**src/rtl/id_queue_dp_pkg.sv**
```systemverilog
// id_queue_dp_pkg
//   Sizing helpers shared by the dual-port ID queue, its bus interface and its
//   head-tail matcher: index widths, the occupancy-count width and the derived
//   number of head-tail entries.
//   Ports: none (package).
package id_queue_dp_pkg;

  // Width of an index into an n-entry table; one bit even for tiny tables.
  function automatic int unsigned idx_w(input int unsigned n);
    return (n > 1) ? $clog2(n) : 1;
  endfunction

  // Width of a counter that must represent 0..cap inclusive.
  function automatic int unsigned cnt_w(input int unsigned cap);
    return $clog2(cap + 1);
  endfunction

  // There can never be more live IDs than distinct ID values or stored elements.
  function automatic int unsigned ht_cap(input int unsigned id_w, input int unsigned cap);
    return ((32'd1 << id_w) < cap) ? (32'd1 << id_w) : cap;
  endfunction

endpackage

```
**src/rtl/id_queue_dp_if.sv**
```systemverilog
// id_queue_dp_if
//   Bundles the push, pop/read, exists-search and status signals of the
//   dual-port ID queue.
//   Push:    inp_id_i, inp_data_i, inp_req_i -> inp_gnt_o
//   Pop:     oup_id_i, oup_pop_i, oup_req_i -> oup_data_o, oup_data_valid_o, oup_gnt_o
//   Exists:  exists_data_i, exists_mask_i, exists_req_i -> exists_o, exists_gnt_o
//   Status:  count_o, full_o, empty_o
//   Modports: master (requester side), slave (queue side).
interface id_queue_dp_if import id_queue_dp_pkg::*; #(
  parameter int unsigned ID_WIDTH   = 2,
  parameter int unsigned DATA_WIDTH = 8,
  parameter int unsigned CAPACITY   = 8
);
  localparam int unsigned CNT_W = cnt_w(CAPACITY);

  logic [ID_WIDTH-1:0]   inp_id_i;
  logic [DATA_WIDTH-1:0] inp_data_i;
  logic                  inp_req_i;
  logic                  inp_gnt_o;
  logic [ID_WIDTH-1:0]   oup_id_i;
  logic                  oup_pop_i;
  logic                  oup_req_i;
  logic [DATA_WIDTH-1:0] oup_data_o;
  logic                  oup_data_valid_o;
  logic                  oup_gnt_o;
  logic [DATA_WIDTH-1:0] exists_data_i;
  logic [DATA_WIDTH-1:0] exists_mask_i;
  logic                  exists_req_i;
  logic                  exists_o;
  logic                  exists_gnt_o;
  logic [CNT_W-1:0]      count_o;
  logic                  full_o;
  logic                  empty_o;

  modport master (
    output inp_id_i, inp_data_i, inp_req_i, oup_id_i, oup_pop_i, oup_req_i,
           exists_data_i, exists_mask_i, exists_req_i,
    input  inp_gnt_o, oup_data_o, oup_data_valid_o, oup_gnt_o, exists_o,
           exists_gnt_o, count_o, full_o, empty_o
  );

  modport slave (
    input  inp_id_i, inp_data_i, inp_req_i, oup_id_i, oup_pop_i, oup_req_i,
           exists_data_i, exists_mask_i, exists_req_i,
    output inp_gnt_o, oup_data_o, oup_data_valid_o, oup_gnt_o, exists_o,
           exists_gnt_o, count_o, full_o, empty_o
  );

endinterface

```
**src/rtl/id_queue_dp_ht_match.sv**
```systemverilog
// id_queue_dp_ht_match
//   Combinational CAM lookup over the head-tail table: reports whether an
//   allocated entry holds id_i and, if so, its index.
//   ids_i   in   per-entry ID
//   free_i  in   per-entry free flag (free entries never match)
//   id_i    in   ID to look up
//   match_o out  an allocated entry holds id_i
//   idx_o   out  index of that entry ('0 when no match)
module id_queue_dp_ht_match import id_queue_dp_pkg::*; #(
  parameter  int unsigned ID_WIDTH    = 2,
  parameter  int unsigned HT_CAPACITY = 4,
  localparam int unsigned HT_IDX_W    = idx_w(HT_CAPACITY)
) (
  input  logic [HT_CAPACITY-1:0][ID_WIDTH-1:0] ids_i,
  input  logic [HT_CAPACITY-1:0]               free_i,
  input  logic [ID_WIDTH-1:0]                  id_i,
  output logic                                 match_o,
  output logic [HT_IDX_W-1:0]                  idx_o
);

  // An ID owns at most one allocated entry, so at most one hit is possible.
  always_comb begin
    match_o = 1'b0;
    idx_o   = '0;
    for (int i = 0; i < int'(HT_CAPACITY); i++) begin
      if (!free_i[i] && (ids_i[i] == id_i)) begin
        match_o = 1'b1;
        idx_o   = HT_IDX_W'(i);
      end
    end
  end

endmodule

```
**src/rtl/id_queue_dp.sv**
```systemverilog
// id_queue_dp
//   Dual-port ID queue: elements tagged with an ID share CAPACITY slots, FIFO
//   order is kept per ID via a head-tail table plus a linked data table. Push
//   and pop/read are serviced in the same cycle; an exists search scans all
//   stored elements under a mask.
//   clk_i  in  clock, rising edge
//   rst_i  in  synchronous active-high reset (clears free bits and count only)
//   bus    id_queue_dp_if.slave: push, pop/read, exists and status signals
//   Optional build macro ID_QUEUE_DP_BYPASS_EN: a pop/read of an ID absent
//   before the cycle, concurrent with a granted push of that ID, returns the
//   pushed data; a pop then consumes it without storing it.
module id_queue_dp import id_queue_dp_pkg::*; #(
  parameter int unsigned ID_WIDTH   = 2,
  parameter int unsigned CAPACITY   = 8,
  parameter int unsigned DATA_WIDTH = 8
) (
  input logic          clk_i,
  input logic          rst_i,
  id_queue_dp_if.slave bus
);
  localparam int unsigned HT_CAPACITY = ht_cap(ID_WIDTH, CAPACITY);
  localparam int unsigned IDX_W       = idx_w(CAPACITY);
  localparam int unsigned HT_IDX_W    = idx_w(HT_CAPACITY);
  localparam int unsigned CNT_W       = cnt_w(CAPACITY);

  typedef struct packed {
    logic [ID_WIDTH-1:0] id;
    logic [IDX_W-1:0]    head;
    logic [IDX_W-1:0]    tail;
    logic                free;
  } head_tail_t;

  typedef struct packed {
    logic [DATA_WIDTH-1:0] data;
    logic [IDX_W-1:0]      next;
    logic                  free;
  } linked_data_t;

  head_tail_t   ht_q [HT_CAPACITY];
  head_tail_t   ht_d [HT_CAPACITY];
  linked_data_t ld_q [CAPACITY];
  linked_data_t ld_d [CAPACITY];
  logic [CNT_W-1:0] count_q, count_d;

  logic [HT_CAPACITY-1:0][ID_WIDTH-1:0] ht_ids;
  logic [HT_CAPACITY-1:0]               ht_free;
  logic                full, push_gnt, push_store, push_hit, pop_hit, pop_rd, pop_eff, bypass_hit;
  logic [IDX_W-1:0]    free_slot, pop_head, push_tail;
  logic [HT_IDX_W-1:0] free_ht, pop_idx, push_idx;

  always_comb begin
    for (int i = 0; i < int'(HT_CAPACITY); i++) begin
      ht_ids[i]  = ht_q[i].id;
      ht_free[i] = ht_q[i].free;
    end
  end

  // Lowest free slot/entry from registered state only, so anything freed this
  // cycle is not reused before the next one.
  always_comb begin
    free_slot = '0;
    for (int i = int'(CAPACITY) - 1; i >= 0; i--) begin
      if (ld_q[i].free) free_slot = IDX_W'(i);
    end
    free_ht = '0;
    for (int i = int'(HT_CAPACITY) - 1; i >= 0; i--) begin
      if (ht_q[i].free) free_ht = HT_IDX_W'(i);
    end
  end

  id_queue_dp_ht_match #(.ID_WIDTH(ID_WIDTH), .HT_CAPACITY(HT_CAPACITY)) u_push_match (
    .ids_i(ht_ids), .free_i(ht_free), .id_i(bus.inp_id_i), .match_o(push_hit), .idx_o(push_idx)
  );

  id_queue_dp_ht_match #(.ID_WIDTH(ID_WIDTH), .HT_CAPACITY(HT_CAPACITY)) u_pop_match (
    .ids_i(ht_ids), .free_i(ht_free), .id_i(bus.oup_id_i), .match_o(pop_hit), .idx_o(pop_idx)
  );

  assign full             = (count_q == CNT_W'(CAPACITY));
  assign bus.full_o       = full;
  assign bus.empty_o      = (count_q == '0);
  assign bus.count_o      = count_q;
  assign bus.inp_gnt_o    = ~full;
  assign bus.oup_gnt_o    = bus.oup_req_i;
  assign bus.exists_gnt_o = bus.exists_req_i;

  assign push_gnt  = bus.inp_req_i & ~full;
  assign pop_head  = ht_q[pop_idx].head;
  assign push_tail = ht_q[push_idx].tail;
  assign pop_rd    = bus.oup_req_i & pop_hit;
  assign pop_eff   = pop_rd & bus.oup_pop_i;

`ifdef ID_QUEUE_DP_BYPASS_EN
  assign bypass_hit = bus.oup_req_i & push_gnt & ~pop_hit & (bus.inp_id_i == bus.oup_id_i);
`else
  assign bypass_hit = 1'b0;
`endif

  // A bypassed pop consumes the pushed element, so it never reaches storage.
  assign push_store = push_gnt & ~(bypass_hit & bus.oup_pop_i);
  assign count_d    = count_q + CNT_W'(push_store) - CNT_W'(pop_eff);

  always_comb begin
    bus.oup_data_valid_o = 1'b0;
    bus.oup_data_o       = '0;
    if (pop_rd) begin
      bus.oup_data_valid_o = 1'b1;
      bus.oup_data_o       = ld_q[pop_head].data;
    end else if (bypass_hit) begin
      bus.oup_data_valid_o = 1'b1;
      bus.oup_data_o       = bus.inp_data_i;
    end
  end

  always_comb begin
    bus.exists_o = 1'b0;
    for (int i = 0; i < int'(CAPACITY); i++) begin
      if (bus.exists_req_i && !ld_q[i].free &&
          (((ld_q[i].data ^ bus.exists_data_i) & bus.exists_mask_i) == '0)) begin
        bus.exists_o = 1'b1;
      end
    end
  end

  // Pop is applied first so a same-ID push edits the post-pop entry.
  always_comb begin
    ht_d = ht_q;
    ld_d = ld_q;
    if (pop_eff) begin
      ld_d[pop_head].free = 1'b1;
      if (pop_head == ht_q[pop_idx].tail) ht_d[pop_idx].free = 1'b1;
      else                                ht_d[pop_idx].head = ld_q[pop_head].next;
    end
    if (push_store) begin
      ld_d[free_slot].data = bus.inp_data_i;
      ld_d[free_slot].next = '0;
      ld_d[free_slot].free = 1'b0;
      if (push_hit) begin
        ld_d[push_tail].next = free_slot;
        ht_d[push_idx].tail  = free_slot;
        // Same ID lost its only element to the pop: keep the entry and
        // restart it on the new slot rather than free and reallocate.
        if (pop_eff && (pop_idx == push_idx) && (pop_head == push_tail)) begin
          ht_d[push_idx].free = 1'b0;
          ht_d[push_idx].head = free_slot;
        end
      end else begin
        ht_d[free_ht] = '{id: bus.inp_id_i, head: free_slot, tail: free_slot, free: 1'b0};
      end
    end
  end

  // State register: reset touches only free flags and count, never payload.
  always_ff @(posedge clk_i) begin
    if (rst_i) begin
      count_q <= '0;
      for (int i = 0; i < int'(HT_CAPACITY); i++) ht_q[i].free <= 1'b1;
      for (int i = 0; i < int'(CAPACITY); i++)    ld_q[i].free <= 1'b1;
    end else begin
      count_q <= count_d;
      ht_q    <= ht_d;
      ld_q    <= ld_d;
    end
  end

endmodule

```
**src/flat_wrapper.sv**
```systemverilog
// flat-port wrapper written by rule: the top's interface ports become plain ports
module id_queue_dp_flat import id_queue_dp_pkg::*;
#(
  parameter int unsigned ID_WIDTH   = 2,
  parameter int unsigned CAPACITY   = 8,
  parameter int unsigned DATA_WIDTH = 8
)
  (clk_i, rst_i, bus_inp_id_i, bus_inp_data_i, bus_inp_req_i, bus_oup_id_i, bus_oup_pop_i, bus_oup_req_i, bus_exists_data_i, bus_exists_mask_i, bus_exists_req_i, bus_inp_gnt_o, bus_oup_data_o, bus_oup_data_valid_o, bus_oup_gnt_o, bus_exists_o, bus_exists_gnt_o, bus_count_o, bus_full_o, bus_empty_o);
  id_queue_dp_if #(.ID_WIDTH(ID_WIDTH), .DATA_WIDTH(DATA_WIDTH), .CAPACITY(CAPACITY)) bus_i ();
  input logic clk_i;
  input logic rst_i;
  input wire logic [$bits(bus_i.inp_id_i)-1:0] bus_inp_id_i;
  input wire logic [$bits(bus_i.inp_data_i)-1:0] bus_inp_data_i;
  input wire logic [$bits(bus_i.inp_req_i)-1:0] bus_inp_req_i;
  input wire logic [$bits(bus_i.oup_id_i)-1:0] bus_oup_id_i;
  input wire logic [$bits(bus_i.oup_pop_i)-1:0] bus_oup_pop_i;
  input wire logic [$bits(bus_i.oup_req_i)-1:0] bus_oup_req_i;
  input wire logic [$bits(bus_i.exists_data_i)-1:0] bus_exists_data_i;
  input wire logic [$bits(bus_i.exists_mask_i)-1:0] bus_exists_mask_i;
  input wire logic [$bits(bus_i.exists_req_i)-1:0] bus_exists_req_i;
  output wire logic [$bits(bus_i.inp_gnt_o)-1:0] bus_inp_gnt_o;
  output wire logic [$bits(bus_i.oup_data_o)-1:0] bus_oup_data_o;
  output wire logic [$bits(bus_i.oup_data_valid_o)-1:0] bus_oup_data_valid_o;
  output wire logic [$bits(bus_i.oup_gnt_o)-1:0] bus_oup_gnt_o;
  output wire logic [$bits(bus_i.exists_o)-1:0] bus_exists_o;
  output wire logic [$bits(bus_i.exists_gnt_o)-1:0] bus_exists_gnt_o;
  output wire logic [$bits(bus_i.count_o)-1:0] bus_count_o;
  output wire logic [$bits(bus_i.full_o)-1:0] bus_full_o;
  output wire logic [$bits(bus_i.empty_o)-1:0] bus_empty_o;
  assign bus_i.inp_id_i = bus_inp_id_i;
  assign bus_i.inp_data_i = bus_inp_data_i;
  assign bus_i.inp_req_i = bus_inp_req_i;
  assign bus_i.oup_id_i = bus_oup_id_i;
  assign bus_i.oup_pop_i = bus_oup_pop_i;
  assign bus_i.oup_req_i = bus_oup_req_i;
  assign bus_i.exists_data_i = bus_exists_data_i;
  assign bus_i.exists_mask_i = bus_exists_mask_i;
  assign bus_i.exists_req_i = bus_exists_req_i;
  assign bus_inp_gnt_o = bus_i.inp_gnt_o;
  assign bus_oup_data_o = bus_i.oup_data_o;
  assign bus_oup_data_valid_o = bus_i.oup_data_valid_o;
  assign bus_oup_gnt_o = bus_i.oup_gnt_o;
  assign bus_exists_o = bus_i.exists_o;
  assign bus_exists_gnt_o = bus_i.exists_gnt_o;
  assign bus_count_o = bus_i.count_o;
  assign bus_full_o = bus_i.full_o;
  assign bus_empty_o = bus_i.empty_o;
  id_queue_dp #(.ID_WIDTH(ID_WIDTH), .CAPACITY(CAPACITY), .DATA_WIDTH(DATA_WIDTH)) u_core (.clk_i(clk_i), .rst_i(rst_i), .bus(bus_i));
endmodule
```
**config.mk**
```make
export PLATFORM = sky130hd
export DESIGN_NAME = id_queue_dp_flat
export DESIGN_NICKNAME = d
export VERILOG_FILES = /design/src/rtl/id_queue_dp_pkg.sv /design/src/rtl/id_queue_dp_if.sv /design/src/rtl/id_queue_dp_ht_match.sv /design/src/rtl/id_queue_dp.sv /design/src/flat_wrapper.sv
export SDC_FILE = /design/constraint.sdc
export NUM_CORES = 1
export LEC_CHECK = 0
export BUFFER_PORTS_ARGS = -buffer_cell sky130_fd_sc_hd__buf_2
export CAP_MARGIN = 20
export CORE_MARGIN = 2
export CORE_UTILIZATION = 38
export CTS_CLUSTER_DIAMETER = 100
export DETAILED_ROUTE_END_ITERATION = 16
export GPL_ROUTABILITY_DRIVEN = 0
export PLACE_DENSITY = 0.64
export SETUP_SLACK_MARGIN = 0.4
export SYNTH_ARGS = -nofsm -noshare
export SYNTH_HDL_FRONTEND = slang
export SYNTH_SLANG_ARGS = --single-unit
```
**constraint.sdc**
```tcl
create_clock -name clk_i -period 3.6 [get_ports clk_i]
set_input_delay 0.54 -clock clk_i [delete_from_list [all_inputs] [get_ports clk_i]]
set_output_delay 0.54 -clock clk_i [all_outputs]
set_load 0.1 [all_outputs]
```
==> After elaboration in Yosys (flattened, before gate mapping) <==
Index checks and enable logic that the tools add are counted.
{ "classes": {"n_addsub": 2, "n_eq_ne": 12, "n_bitwise": 26, "n_reduce_logical": 53, "n_lt_le_gt_ge": 12, "mux": 86} }
{ "ops": {"columns": ["op", "n"], "rows": [
  ["$bwmux 96", 5],
  ["$mux 96", 3],
  ["$bwmux 36", 6],
  ["$demux 12 s3", 5],
  ["$mux 36", 5],
  ["$demux 9 s2", 6],
  ["$and 8x8->8", 8],
  ["$logic_not 8->1", 8],
  ["$xor 8x8->8", 8],
  ["$bmux 12 s3", 1],
  ["$bmux 9 s2", 2],
  ["$mux 12", 3],
  ["$logic_and 1x1->1", 32],
  ["$mux 7", 4],
  ["$mux 3", 8],
  ["$mux 1", 23],
  ["$mux 4", 5],
  ["$eq 2x2->1", 9],
  ["$mux 2", 8],
  ["$ge 4x4->1 const B", 3],
  ["$logic_not 1->1", 12],
  ["$lt 4x1->1 const B", 3],
  ["$not 3->4", 3],
  ["$ge 3x3->1 const B", 3],
  ["11 further kinds", 18]
]} }
{ "word_totals": {"output_inout_bits": 19, "elab_cells": 232, "regBits": 136} }

==> Depth between registers and ports, before layout <==
Gate-level depths: netlist of run 1.
{ "depth": {"word_depth": 22, "depth_mapped": 13} }

==> By module <==
A second synthesis of run 1 with hierarchy kept.
{ "hier_totals": {"hier_cells": 770, "area_unflattened_um2": 8125.3} }
{ "by_module_without_submodules": {"columns": ["mod", "n_inst", "area_each_um2", "cells_per_inst", "seq_area_each_um2"], "rows": [
  ["id_queue_dp", 1, 7895.1, 738, 3923.8],
  ["id_queue_dp_ht_match", 2, 115.1, 16, 0.0]
]} }

==> Least setup slack after synthesis of run 1 <==
No wires, ideal clock.
{ "synth_path": {"path_kind": "input port to output port", "start": "in bus_oup_id_i[1]", "end": "out bus_oup_data_o[1]", "n_path_buf": 3, "path_stages": 10, "arrival_ns": 4.115, "required_time_ns": 3.060, "setup_slack_ns": -1.055, "cell_sequence": "xor2_1 -> or3_1 -> buf_4 -> a311oi_2 -> o21a_1 -> buf_2 -> buf_1 -> nand2_1 -> a311o_1 -> a21oi_1"} }
{ "synth_via": {"elab_chain_len": 14} }
{ "synth_lines": {"columns": ["element", "line_no", "rtl"], "rows": [
  ["start: declaration", "flat_wrapper.sv:15", "input wire logic [$bits(bus_i.oup_id_i)-1:0] bus_oup_id_i;"],
  ["$eq 2x2->1", "id_queue_dp_ht_match.sv:26", "if (!free_i[i] && (ids_i[i] == id_i)) begin"],
  ["$logic_and 1x1->1", "id_queue_dp_ht_match.sv:26", null],
  ["$mux 1", "id_queue_dp_ht_match.sv:26", null],
  ["$mux 2 (2 in a row)", "id_queue_dp_ht_match.sv:26", null],
  ["$not 2->3 (not written as such)", "id_queue_dp.sv:88", "assign pop_head = ht_q[pop_idx].head;"],
  ["$bmux 9 s2", "id_queue_dp.sv:88", null],
  ["$mux 7 (2 in a row)", null, null],
  ["$not 3->4 (not written as such)", "id_queue_dp.sv:108", "bus.oup_data_o = ld_q[pop_head].data;"],
  ["$bmux 12 s3", "id_queue_dp.sv:108", null],
  ["$mux 12 (2 in a row)", null, null],
  ["$mux 8 *", "id_queue_dp.sv:106", "if (pop_rd) begin"],
  ["end: declaration", "flat_wrapper.sv:22", "output wire logic [$bits(bus_i.oup_data_o)-1:0] bus_oup_data_o;"]
]} }
Every way passes the cells marked *; elsewhere a longest branch is shown, timed or not. The select of a mux whose other input is x is not followed.

==> Final worst setup path of run 1 <==
{ "layout_path": {"start": "reg u_core.ht_q (netlist bit u_core.ht_ids[3])", "end": "out bus_oup_data_o[2]"} }
{ "layout_via": {"elab_chain_len": 14} }
{ "layout_lines": {"columns": ["element", "line_no", "rtl"], "rows": [
  ["start: declaration", "id_queue_dp.sv:39", "head_tail_t ht_q [HT_CAPACITY];"],
  ["start signal: assignment", "id_queue_dp.sv:161", "ht_q <= ht_d;"],
  ["$eq 2x2->1 *", "id_queue_dp_ht_match.sv:26", null],
  ["$logic_and 1x1->1 *", "id_queue_dp_ht_match.sv:26", null],
  ["$mux 1", "id_queue_dp_ht_match.sv:26", null],
  ["$mux 2 (2 in a row)", "id_queue_dp_ht_match.sv:26", null],
  ["$not 2->3 (not written as such)", "id_queue_dp.sv:88", null],
  ["$bmux 9 s2", "id_queue_dp.sv:88", null],
  ["$mux 7 (2 in a row)", null, null],
  ["$not 3->4 (not written as such)", "id_queue_dp.sv:108", null],
  ["$bmux 12 s3", "id_queue_dp.sv:108", null],
  ["$mux 12 (2 in a row)", null, null],
  ["$mux 8 *", "id_queue_dp.sv:106", null]
]} }
Marks and branches as above.

==> reports/results.tsv, run 1 <==
stage	metric	value	unit
outcome	outcome	finished, violations left	
outcome	violations	negative setup slack	
placed_design	detailed_place_hpwl	20600	um
finish	design_area	11000	um2
drt	drt-total-wl	29200	um
synth	yosysTopAreaCell	edfxtp_1	
timing	clock.fmax	0.262	GHz
synth	ys_top_cells_by_count	123 x nor2_1, 122 x nand2_1, 120 x edfxtp_1	
timing	finalCritPeriodShare	106	%
finish	fillCellCount	2066	
hold_path	hold_class	input pin to flip-flop	
finish	utilization	48.9	%
clock_network	cts_tree	yes	
timing	rsz0062_at_grt	true	
finish	multi_input_area	4950	um2
drt	num_vias	7919	
global_route	grt_pass1_vias	7193	
floorplanning	rows	55	
worst_setup_path	cp.required	3.06	ns
synth	synth_area_leaders	edfxtp_1 41%, xor2_1 7.7%, nor2_1 5.3%	
timing	setup-violations-final	8	
worst_setup_path	crit_fanout	6	
floorplanning	fp.dieW	155	um
clock_network	cts_root_buffer	clkbuf_16	
synth	synth.distinct_cells	77	
finish	final_nets	1057	
worst_setup_path	r2r_setup_slack	0.34	ns
drt	dr.pass1.iters	7	
synth	ys_seq_area_share	45.0	%
floorplanning	core_area	22600	um2
power	total_power	5.77	mW
synth	ys.warnings.count	0	
timing	skew	0.0119	ns
synth	ys_ff_latch	136	
clock_network	cts_sinks	136	
flow_run	cap_violations	0	
global_route	grt_max_degree	35	
power	peakVddDrop	0.600	mV
worst_setup_path	end_kind	output port	
worst_setup_path	worstPathArrival	3.27	ns
drt	viasPerCell	6.03	
timing	final_max_slew_viol_count	0	
global_route	antenna_found_initial	0	
timing	period_minus_slack	3.81	ns
worst_setup_path	cp_cell_sequence	xor2_2 > or3_4 > a311oi_4 > o21a_4 > clkbuf_16 > nand2_1 > and3_1 > a311o_1 > a21oi_4 > buf_12	
global_route	grt.total_usage	23.6	%
timing	whs	0.422	ns
worst_setup_path	cpPeakStageDelay	0.46	ns
placed_design	place_area	9870	um2
timing	worst_pin_slew	0.939	ns
synth	syn_inst	926	
finish	drive_above_1_share	26.8	%
floorplanning	die_area	24200	um2
worst_setup_path	worstSetupPathDepth	10	
synth	syn_area	8710	um2
finish	synthToLayoutAreaGrowth	26.8	%
worst_setup_path	endpoint	bus_oup_data_o[2]	
clock_network	htreeDepth	4	
timing	tns	-1.51	ns
worst_setup_path	crit_start	u_core.ht_ids[3]$_DFFE_PP_	
synth	ys_async_sr_fraction	0	%
drt	drcViolationCount	0	
clock_network	clk_pin_slew	0.06	ns
synth	synth_area_per_cell	9.41	um2
synth	synth_fp_nets	967	
power	power_density	522	nW/um2
worst_setup_path	cp-start-kind	flip-flop	
clock_network	clk_latency	0.43	ns
global_route	overflow	0	
floorplanning	io_pins	53	
timing	slew_headroom	37.1	%
worst_setup_path	r2r_cells	12	
worst_setup_path	r2r-start	u_core.ht_ids[3]$_DFFE_PP_	
clock_network	clk_path_buf_depth	2	
floorplanning	fp.dieH	155	um
global_route	grt_pass1_wl	43200	um
worst_setup_path	path_class	flip-flop to output port	
synth	synth_most_common_cell	nor2_1	
drt	postRouteAntennaNets	0	
power	leakagePower	3.96	nW
synth	synth-edff-count	120	
worst_setup_path	crit_slowest_cell	edfxtp_1	
synth	synth_top_area_share	41.4	%
worst_setup_path	cp_top_family	compound AO/OA/AOI/OAI gates	
synth	ys.flop_type	edfxtp_1	
drt	wl_per_cell	22.2	um
clock_network	ctsHoldBuffers	0	
worst_setup_path	r2r-end	u_core.ht_q[6]$_DFFE_PN_	
worst_setup_path	cp_num_buf_inv	2	
finish	regArea	3930	um2
timing	hold_violations	0	
timing	fin_ws	-0.210	ns
drt	first_iter_violations	1167	
clock_network	cts_buffers	17	
finish	antenna_cells	0	
floorplanning	initial_core_util	38.6	%
placed_design	io_buffers	52	
[cell usage in the layout (no fill, tap or decap), types with 17 or more instances in the layout]
master and instances:
nand3_1 31, xor2_1 72, buf_2 44, and2_1 21, and3_1 18, edfxtp_1 120, a21oi_1 37, a311o_1 17
buf_4 68, nor2_1 122, nand2_1 117, clkbuf_16 18, inv_1 21
[cells by family after synthesis]
group,share of synthesized area [%]
AO/OA/AOI/OAI,16.1
XOR/XNOR,9.15
adder cells (fa/ha/maj),1.09
buffers and inverters,4.19
flip-flops,45.0
multiplexers,1.75
AND/OR/NAND/NOR,22.7
[worst min path at each step]
stage	from	endpoint	slack (ns)	cells after the start
after global placement	u_core.ld_q[24]$_SDFF_PP1_	u_core.ld_q[24]$_SDFF_PP1_	0.53	2
after CTS	bus_inp_data_i[7]	u_core.ld_q[71]$_DFFE_PP_	0.41	2
final	bus_inp_data_i[7]	u_core.ld_q[71]$_DFFE_PP_	0.42	2
after global routing	bus_inp_data_i[7]	u_core.ld_q[71]$_DFFE_PP_	0.42	2
after detailed placement	u_core.ld_q[24]$_SDFF_PP1_	u_core.ld_q[24]$_SDFF_PP1_	0.54	2
after floorplan	u_core.ld_q[12]$_SDFF_PP1_	u_core.ld_q[12]$_SDFF_PP1_	0.49	2
[sequential cells by signal, summed over array words and instances (netlist names)]
register and count:
u_core.bus.count_o 4, u_core.ht_free 4, u_core.ht_ids 8, u_core.ht_q 24
u_core.ld_q 96
[metrics by stage]
stage	setup WS [ns]	std cells
after global placement	-0.0992	1265
final	-0.210	1314
after floorplan	-0.0393	926
after global routing	-0.298	1314
after CTS	-0.180	1305
after detailed placement	-0.149	1265
[routing by layer]
| layer | global-route usage (%) | routed length, um |
|---|---|---|
| met1 | 36.1 | 12700 |
| met2 | 32.5 | 12100 |
| met3 | 6.35 | 3750 |
| met4 | 6.51 | 702 |
| met5 | 0 | 0 |
[area by class of cell]
class | count | area share, %
clock buffer | 17 | 3.85
timing repair buffer | 134 | 10.2
clock inverter | 15 | 1.46
multi-input combinational | 704 | 44.9
tap | 285 | 3.23
inverter | 23 | 0.816
sequential | 136 | 35.6
[power breakdown]
group	internal (mW)	leakage, nW	switching [mW]	total [mW]
Combinational	0.716	2.48	1.33	2.04
Clock	1.03	0.285	0.741	1.77
Sequential	1.85	1.19	0.102	1.95
[worst reg2reg max path, delay by kind of cell (launching register included)]
family          cells  cell delay, ns
simple gates        2            0.46
xor+xnor            1            0.18
compound gates      5            1.34
flops               1            0.46
buf+inv             4            0.64
[repair_timing]
action,4_1_cts,5_1_grt
pin swaps,15,20
cloned,2,4
endpoints found under the setup margin,23,44
setup buffers,6,5
resized for setup,18,68
(Power assumes the default switching activity.)
==> inputs of run 2 (changes only) <==
- ABC_AREA: not set -> 1
==> run 2 against run 1 <==
The flow now finishes without violations. Power grew 5.5%. Clock skew shrank 0.0048 ns. Global-route usage up 0.45 points. Die area grew 4.3%. Register-to-register slack better by 0.15 ns. Count of clock-buffer cells in the layout up 4. Final area grew 2.2%. Largest power group unchanged.
==> reports/results.tsv, run 2 <==
stage	metric	value	unit	change
outcome	outcome	finished clean		
flow_run	cap_violations	0		unchanged
floorplanning	fp.dieH	159	um	+2.1%
clock_network	cts_root_buffer	clkbuf_16		
finish	top_register	u_core.ld_q		
global_route	antenna_found_initial	0		unchanged
power	peakVddDrop	0.486	mV	-19%
finish	synthToLayoutAreaGrowth	24.2	%	
worst_setup_path	path_class	flip-flop to output port		
synth	syn_area	9090	um2	+4.4%
placed_design	io_buffers	52		unchanged
placed_design	detailed_place_hpwl	20700	um	+0.74%
synth	ys_top_cells_by_count	284 x nand2_1, 163 x nor2_1, 130 x inv_1		
worst_setup_path	r2r_cells	17		+5
finish	final_nets	1326		+25%
timing	worst_pin_slew	1.11	ns	+0.174 ns
worst_setup_path	r2r_setup_slack	0.49	ns	+0.15 ns
timing	hold_violations	0		unchanged
synth	synth_top_area_share	39.6	%	-1.7 points
synth	ys_seq_area_share	43.2	%	-1.9 points
worst_setup_path	crit_fanout	16		+10
worst_setup_path	crit_start	u_core.ht_ids[6]$_DFFE_PP_		
worst_setup_path	end_kind	output port		
synth	synth_fp_nets	1222		+26%
floorplanning	io_pins	53		unchanged
timing	period_minus_slack	3.35	ns	-0.463 ns
drt	wl_per_cell	18.5	um	-17%
clock_network	clk_path_buf_depth	2		unchanged
timing	clock.fmax	0.299	GHz	+14%
global_route	grt_max_degree	25		-29%
global_route	overflow	0		unchanged
hold_path	min_to	u_core.bus.count_o[0]$_SDFF_PP0_		
timing	skew	0.00717	ns	-0.00477 ns
global_route	grt.total_usage	24.1	%	+0.45 points
timing	finalCritPeriodShare	93.0	%	-13 points
timing	final_max_slew_viol_count	0		unchanged
placed_design	place_ws	0.197	ns	+0.346 ns
floorplanning	rows	56		+1.8%
finish	antenna_cells	0		unchanged
power	power_density	539	nW/um2	+3.2%
clock_network	clk_pin_slew	0.06	ns	about the same
timing	tns	0	ns	+1.51 ns
worst_setup_path	cp-start-kind	flip-flop		
timing	fin_ws	0.252	ns	+0.463 ns
drt	viasPerCell	5.45		-9.5%
synth	synth_area_per_cell	7.70	um2	-18%
finish	final_cell_mix	275 x nand2_1, 158 x nor2_1, 129 x inv_1, 120 x edfxtp_1, 76 x o21ai_0		
synth	synth.distinct_cells	54		-30%
drt	first_iter_violations	1056		-9.5%
clock_network	cts_buffers	17		unchanged
synth	synth_area_leaders	edfxtp_1 40%, nand2_1 12%, nor2_1 6.7%		
drt	postRouteAntennaNets	0		unchanged
synth	syn_inst	1181		+28%
clock_network	htreeDepth	4		unchanged
drt	drcViolationCount	0		unchanged
worst_setup_path	worstPathArrival	2.81	ns	-0.46 ns
finish	final_common_cell	nand2_1		
clock_network	cts_tree	yes		
worst_setup_path	r2r-end	u_core.bus.count_o[2]$_SDFF_PP0_		
clock_network	cts_sinks	136		unchanged
drt	drt-total-wl	29900	um	+2.6%
floorplanning	initial_core_util	38.7	%	+0.14 points
power	leakagePower	4.84	nW	+22%
drt	num_vias	8817		+11%
worst_setup_path	cp.required	3.06	ns	about the same
global_route	grt_pass1_wl	45000	um	+4.2%
drt	dr.pass1.iters	6		-1
worst_setup_path	r2r-start	u_core.ht_ids[6]$_DFFE_PP_		
synth	synth_most_common_cell	nand2_1		
floorplanning	core_area	23500	um2	+4.0%
synth	ys_async_sr_fraction	0	%	unchanged
global_route	grt_pass1_vias	7924		+10%
hold_path	holdPathStages	2		unchanged
timing	slew_headroom	25.5	%	-12 points
synth	synth-edff-count	120		unchanged
finish	largest_reg_flops	96		unchanged
floorplanning	die_area	25200	um2	+4.3%
synth	ys.flop_type	edfxtp_1		
timing	setup-violations-final	0		-8
floorplanning	fp.dieW	159	um	+2.1%
synth	yosysTopAreaCell	edfxtp_1		
synth	ys_ff_latch	136		unchanged
timing	rsz0062_at_grt	true		
finish	drive_above_1_share	21.1	%	-5.7 points
clock_network	clk_latency	0.43	ns	about the same
hold_path	hp-start	rst_i		
hold_path	hold_class	input pin to flip-flop		
synth	ys.warnings.count	0		unchanged
[run 2: cell count changes in the layout (fill, tap and decap cells not counted), sizes merged, moves of 36 or more]
| cell | before | now |
|---|---|---|
| inv | 29 | 149 |
| nand2 | 122 | 304 |
| nand3 | 32 | 68 |
| nor2 | 123 | 181 |
| o21ai | 16 | 96 |
| xor2 | 77 | 7 |
[run 2: through the flow]
stage | hold slack, ns | util (%) | cell area, um2 | cells | total power, mW
after floorplan | 0.487 | - | 9250 | 1181 | 3.37
after global placement | 0.518 | 42.7 | 10000 | 1537 | 3.86
after detailed placement | 0.530 | 42.8 | 10000 | 1538 | 3.88
after CTS | 0.422 | 46.9 | 11000 | 1597 | 5.93
after global routing | 0.432 | 48.1 | 11300 | 1617 | 6.33
final | 0.427 | 48.1 | 11300 | 1617 | 6.08
[run 2: metal layers]
layer	vias up	wire length, um	GRT usage (%)
met2	492	13300	37.5
li1	4150	-	-
met4	0	938	8.92
met3	80	3070	4.82
met1	4095	12700	33.2
met5	-	0	0
[run 2: critical path: stages (launching register included)]
cell      delay (ns)
edfxtp_1        0.47
xnor2_4         0.19
nand3_4         0.13
buf_8           0.19
nand4_4         0.12
nand3_4         0.20
buf_16          0.23
nand2_1         0.07
o21ai_2         0.05
a22o_1          0.26
a211oi_4        0.23
buf_12          0.21
[run 2: area by class of cell]
class                   instances  area [um2]
multi-input cells             849        4630
repair buffers                129        1110
inverters                     152         603
well taps                     319         399
fillers                      2213       12200
clock buffers                  21         440
flip-flops and latches        136        3930
clock inverters                11         178
[run 2: logic make-up after synthesis]
family / share of synthesized area, %
AND/OR/NAND/NOR: 31.4
AO/OA/AOI/OAI: 13.2
buffers and inverters: 9.01
flip-flops: 43.2
XOR/XNOR: 1.73
adder cells (fa/ha/maj): 1.05
multiplexers: 0.440
[run 2: repair_timing]
| item | CTS | global route |
|---|---|---|
| buffers inserted | 24 | 20 |
| resized for setup | 20 | 35 |
| endpoints found under the setup margin | 8 | 9 |
| cloned | 3 | 0 |
| pin swaps | 14 | 23 |
| hold buffers | 0 | 0 |
| hold endpoints to repair | 0 | 0 |
[run 2: power by group]
group / switching, mW / total [mW] / internal, mW
clock: 0.674 / 1.89 / 1.22
combinational: 1.48 / 2.21 / 0.727
sequential: 0.107 / 1.98 / 1.88
[run 2: worst max-delay path by stage]
| stage | end | cells past startpoint |
|---|---|---|
| floorplan | bus_oup_data_o[2] | 12 |
| finish | bus_oup_data_o[5] | 11 |
| global placement | bus_oup_data_o[3] | 17 |
| CTS | bus_oup_data_o[5] | 13 |
| global route | bus_oup_data_o[7] | 14 |
| detailed placement | bus_oup_data_o[3] | 17 |
==> inputs of run 3 (changes only) <==
- CTS_BUF_LIST: not set -> sky130_fd_sc_hd__clkbuf_2
==> run 3 against run 2 <==
The flow now finishes with violations (negative setup slack). Flip-flop and latch count unchanged. Clock power decreased by 42%. Clock skew grew 0.033 ns. Power is 11% lower. Sequential power about the same. Via count is 0.62% higher. Non-clock buffer count rose by 13. Worst hold slack worse by 0.32 ns. Register-to-register slack worse by 0.15 ns. Cell count up 0.87%. Routed wire length increased by 0.36%. Count of clock-buffer cells in the layout unchanged. Critical path type unchanged. Largest cell class unchanged. Highest routed layer unchanged.
==> reports/results.tsv, run 3 (same netlist as run 2, synthesis figures left out) <==
stage	metric	value	unit	change
worst_setup_path	cp.required	3.06	ns	about the same
clock_network	cts_root_buffer	clkbuf_2		
floorplanning	initial_core_util	38.7	%	unchanged
drt	drcViolationCount	0		unchanged
power	power_density	480	nW/um2	-11%
floorplanning	fp.dieW	159	um	unchanged
worst_setup_path	crit_fanout	7		-9
flow_run	cap_violations	0		unchanged
placed_design	io_buffers	52		unchanged
worst_setup_path	worstSetupPathDepth	13		+2
timing	fin_ws	-0.121	ns	-0.373 ns
floorplanning	core_area	23500	um2	unchanged
drt	dr.pass1.iters	5		-1
drt	first_iter_violations	961		-9.0%
floorplanning	rows	56		unchanged
floorplanning	fp.dieH	159	um	unchanged
timing	period_minus_slack	3.72	ns	+0.373 ns
finish	synthToLayoutAreaGrowth	24.2	%	unchanged
timing	clock.fmax	0.269	GHz	-10%
placed_design	dp_cells	1538		unchanged
outcome	violations	negative setup slack		
clock_network	cts_buffers	17		unchanged
worst_setup_path	cp_top_family	simple AND/OR/NAND/NOR gates		
timing	finalCritPeriodShare	103	%	+10 points
worst_setup_path	r2r_setup_slack	0.34	ns	-0.15 ns
timing	tns	-0.305	ns	-0.305 ns
placed_design	detailed_place_hpwl	20700	um	unchanged
global_route	overflow	0		unchanged
timing	rsz0062_at_grt	true		
drt	viasPerCell	5.44		-0.24%
worst_setup_path	crit_start	u_core.ht_ids[6]$_DFFE_PP_		
finish	top_register	u_core.ld_q		
worst_setup_path	end_kind	output port		
worst_setup_path	r2r_cells	20		+3
global_route	grt_pass1_wl	44300	um	-1.5%
timing	skew	0.0400	ns	+0.0329 ns
clock_network	clk_latency	0.74	ns	+0.31 ns
finish	utilization	48.1	%	unchanged
worst_setup_path	r2r-start	u_core.ht_ids[6]$_DFFE_PP_		
global_route	grt_pass1_vias	7842		-1.0%
worst_setup_path	r2r-end	u_core.bus.count_o[1]$_SDFF_PP0_		
worst_setup_path	worstPathArrival	3.18	ns	+0.37 ns
worst_setup_path	cp-start-kind	flip-flop		
finish	finalNonFillerCells	1631		+0.87%
drt	num_vias	8872		+0.62%
worst_setup_path	path_common_cell	nand3_4		
finish	final_common_cell	nand2_1		
power	leakagePower	4.81	nW	-0.71%
global_route	grt_max_degree	25		unchanged
timing	setup-violations-final	8		+8
outcome	outcome	finished, violations left		
power	total_power	5.42	mW	-11%
global_route	antenna_found_initial	1		+1
clock_network	ctsHoldBuffers	0		unchanged
finish	final_nets	1339		+0.98%
finish	largest_reg_flops	96		unchanged
global_route	grt.total_usage	23.6	%	-0.47 points
clock_network	htreeDepth	4		unchanged
timing	final_max_slew_viol_count	0		unchanged
finish	drive_above_1_share	23.3	%	+2.2 points
timing	hold_violations	0		unchanged
worst_setup_path	cp_num_buf_inv	3		unchanged
finish	final_cell_mix	268 x nand2_1, 157 x nor2_1, 129 x inv_1, 120 x edfxtp_1, 68 x o21ai_0		
drt	postRouteAntennaNets	0		unchanged
clock_network	clk_pin_slew	0.20	ns	+0.14 ns
worst_setup_path	cpPeakStageDelay	0.51	ns	+0.04 ns
timing	slew_headroom	25.0	%	-0.53 points
drt	drt-total-wl	30100	um	+0.36%
worst_setup_path	cp_cell_sequence	xnor2_4 > nand3_4 > buf_8 > nand2_8 > nor2_8 > nand2_4 > nand3_4 > buf_6 > nor3_2 > nor3_1 > o211ai_1 > a21oi_2 > buf_12		
timing	worst_pin_slew	1.12	ns	+0.00788 ns
placed_design	place_ws	0.197	ns	unchanged
worst_setup_path	crit_slowest_cell	edfxtp_1		
clock_network	clk_path_buf_depth	2		unchanged
worst_setup_path	endpoint	bus_oup_data_o[7]		
floorplanning	io_pins	53		unchanged
hold_path	hold_class	input pin to flip-flop		
drt	wl_per_cell	18.4	um	-0.50%
worst_setup_path	path_class	flip-flop to output port		
power	peakVddDrop	0.495	mV	+1.9%
clock_network	cts_sinks	136		unchanged
clock_network	cts_tree	yes		
floorplanning	die_area	25200	um2	unchanged
run 3: layer usage:
metal  vias up  global-route usage, %  part of all wire, %
met4         0                   9.18                  3.1
li1       4179                      -                    -
met5         -                      0                    0
met2       501                   36.5                   45
met3        76                   3.76                   10
met1      4116                   33.1                   42
run 3: worst register-to-register path, stage by stage (launching register included):
cell	delay (ns)
edfxtp_1	0.51
xnor2_4	0.19
nand3_4	0.13
buf_8	0.16
nand2_8	0.08
nor2_8	0.12
buf_4	0.12
buf_6	0.10
nand2_2	0.06
nand2_4	0.14
buf_12	0.12
clkinv_8	0.07
buf_4	0.16
nand2_8	0.10
inv_6	0.05
ha_1	0.26
inv_1	0.04
ha_2	0.18
fa_2	0.52
inv_1	0.03
nor2_1	0.07
run 3: final cells by class:
type,instances,area (um2)
Fill cell,2201,12200
Multi-Input combinational cell,849,4740
Inverter,152,618
Timing Repair Buffer,142,1320
Sequential cell,136,3930
Tap cell,319,399
Antenna cell,1,2.50
Clock inverter,11,178
Clock buffer,21,105
run 3: worst min path at each step:
stage	startpoint	endpoint	slack (ns)	cells past startpoint
2_1_floorplan	u_core.ld_q[0]$_SDFF_PP1_	u_core.ld_q[0]$_SDFF_PP1_	0.49	2
3_5_place_dp	u_core.ld_q[0]$_SDFF_PP1_	u_core.ld_q[0]$_SDFF_PP1_	0.53	2
6_report	rst_i	u_core.bus.count_o[2]$_SDFF_PP0_	0.11	2
3_3_place_gp	u_core.ld_q[0]$_SDFF_PP1_	u_core.ld_q[0]$_SDFF_PP1_	0.52	2
4_1_cts	rst_i	u_core.bus.count_o[2]$_SDFF_PP0_	0.06	2
5_1_grt	rst_i	u_core.bus.count_o[2]$_SDFF_PP0_	0.06	2
run 3: metrics by stage:
step	hold WS [ns]	area, um2
2_1_floorplan	0.487	9250
3_3_place_gp	0.518	10000
3_5_place_dp	0.530	10000
4_1_cts	0.0574	10700
5_1_grt	0.0583	11300
6_report	0.109	11300
run 3: repair_timing:
action | CTS | global route
endpoints found under the hold margin | 0 | 0
pin swaps | 16 | 39
gates cloned | 3 | 2
gates resized for setup | 36 | 67
endpoints found under the setup margin | 10 | 11
setup buffers | 19 | 36
run 3: where the power goes:
part | leakage (nW) | total [mW] | switching, mW | internal [mW]
registers | 1.30 | 1.98 | 0.107 | 1.87
clock network | 0.168 | 1.10 | 0.569 | 0.527
logic | 3.34 | 2.34 | 1.53 | 0.816
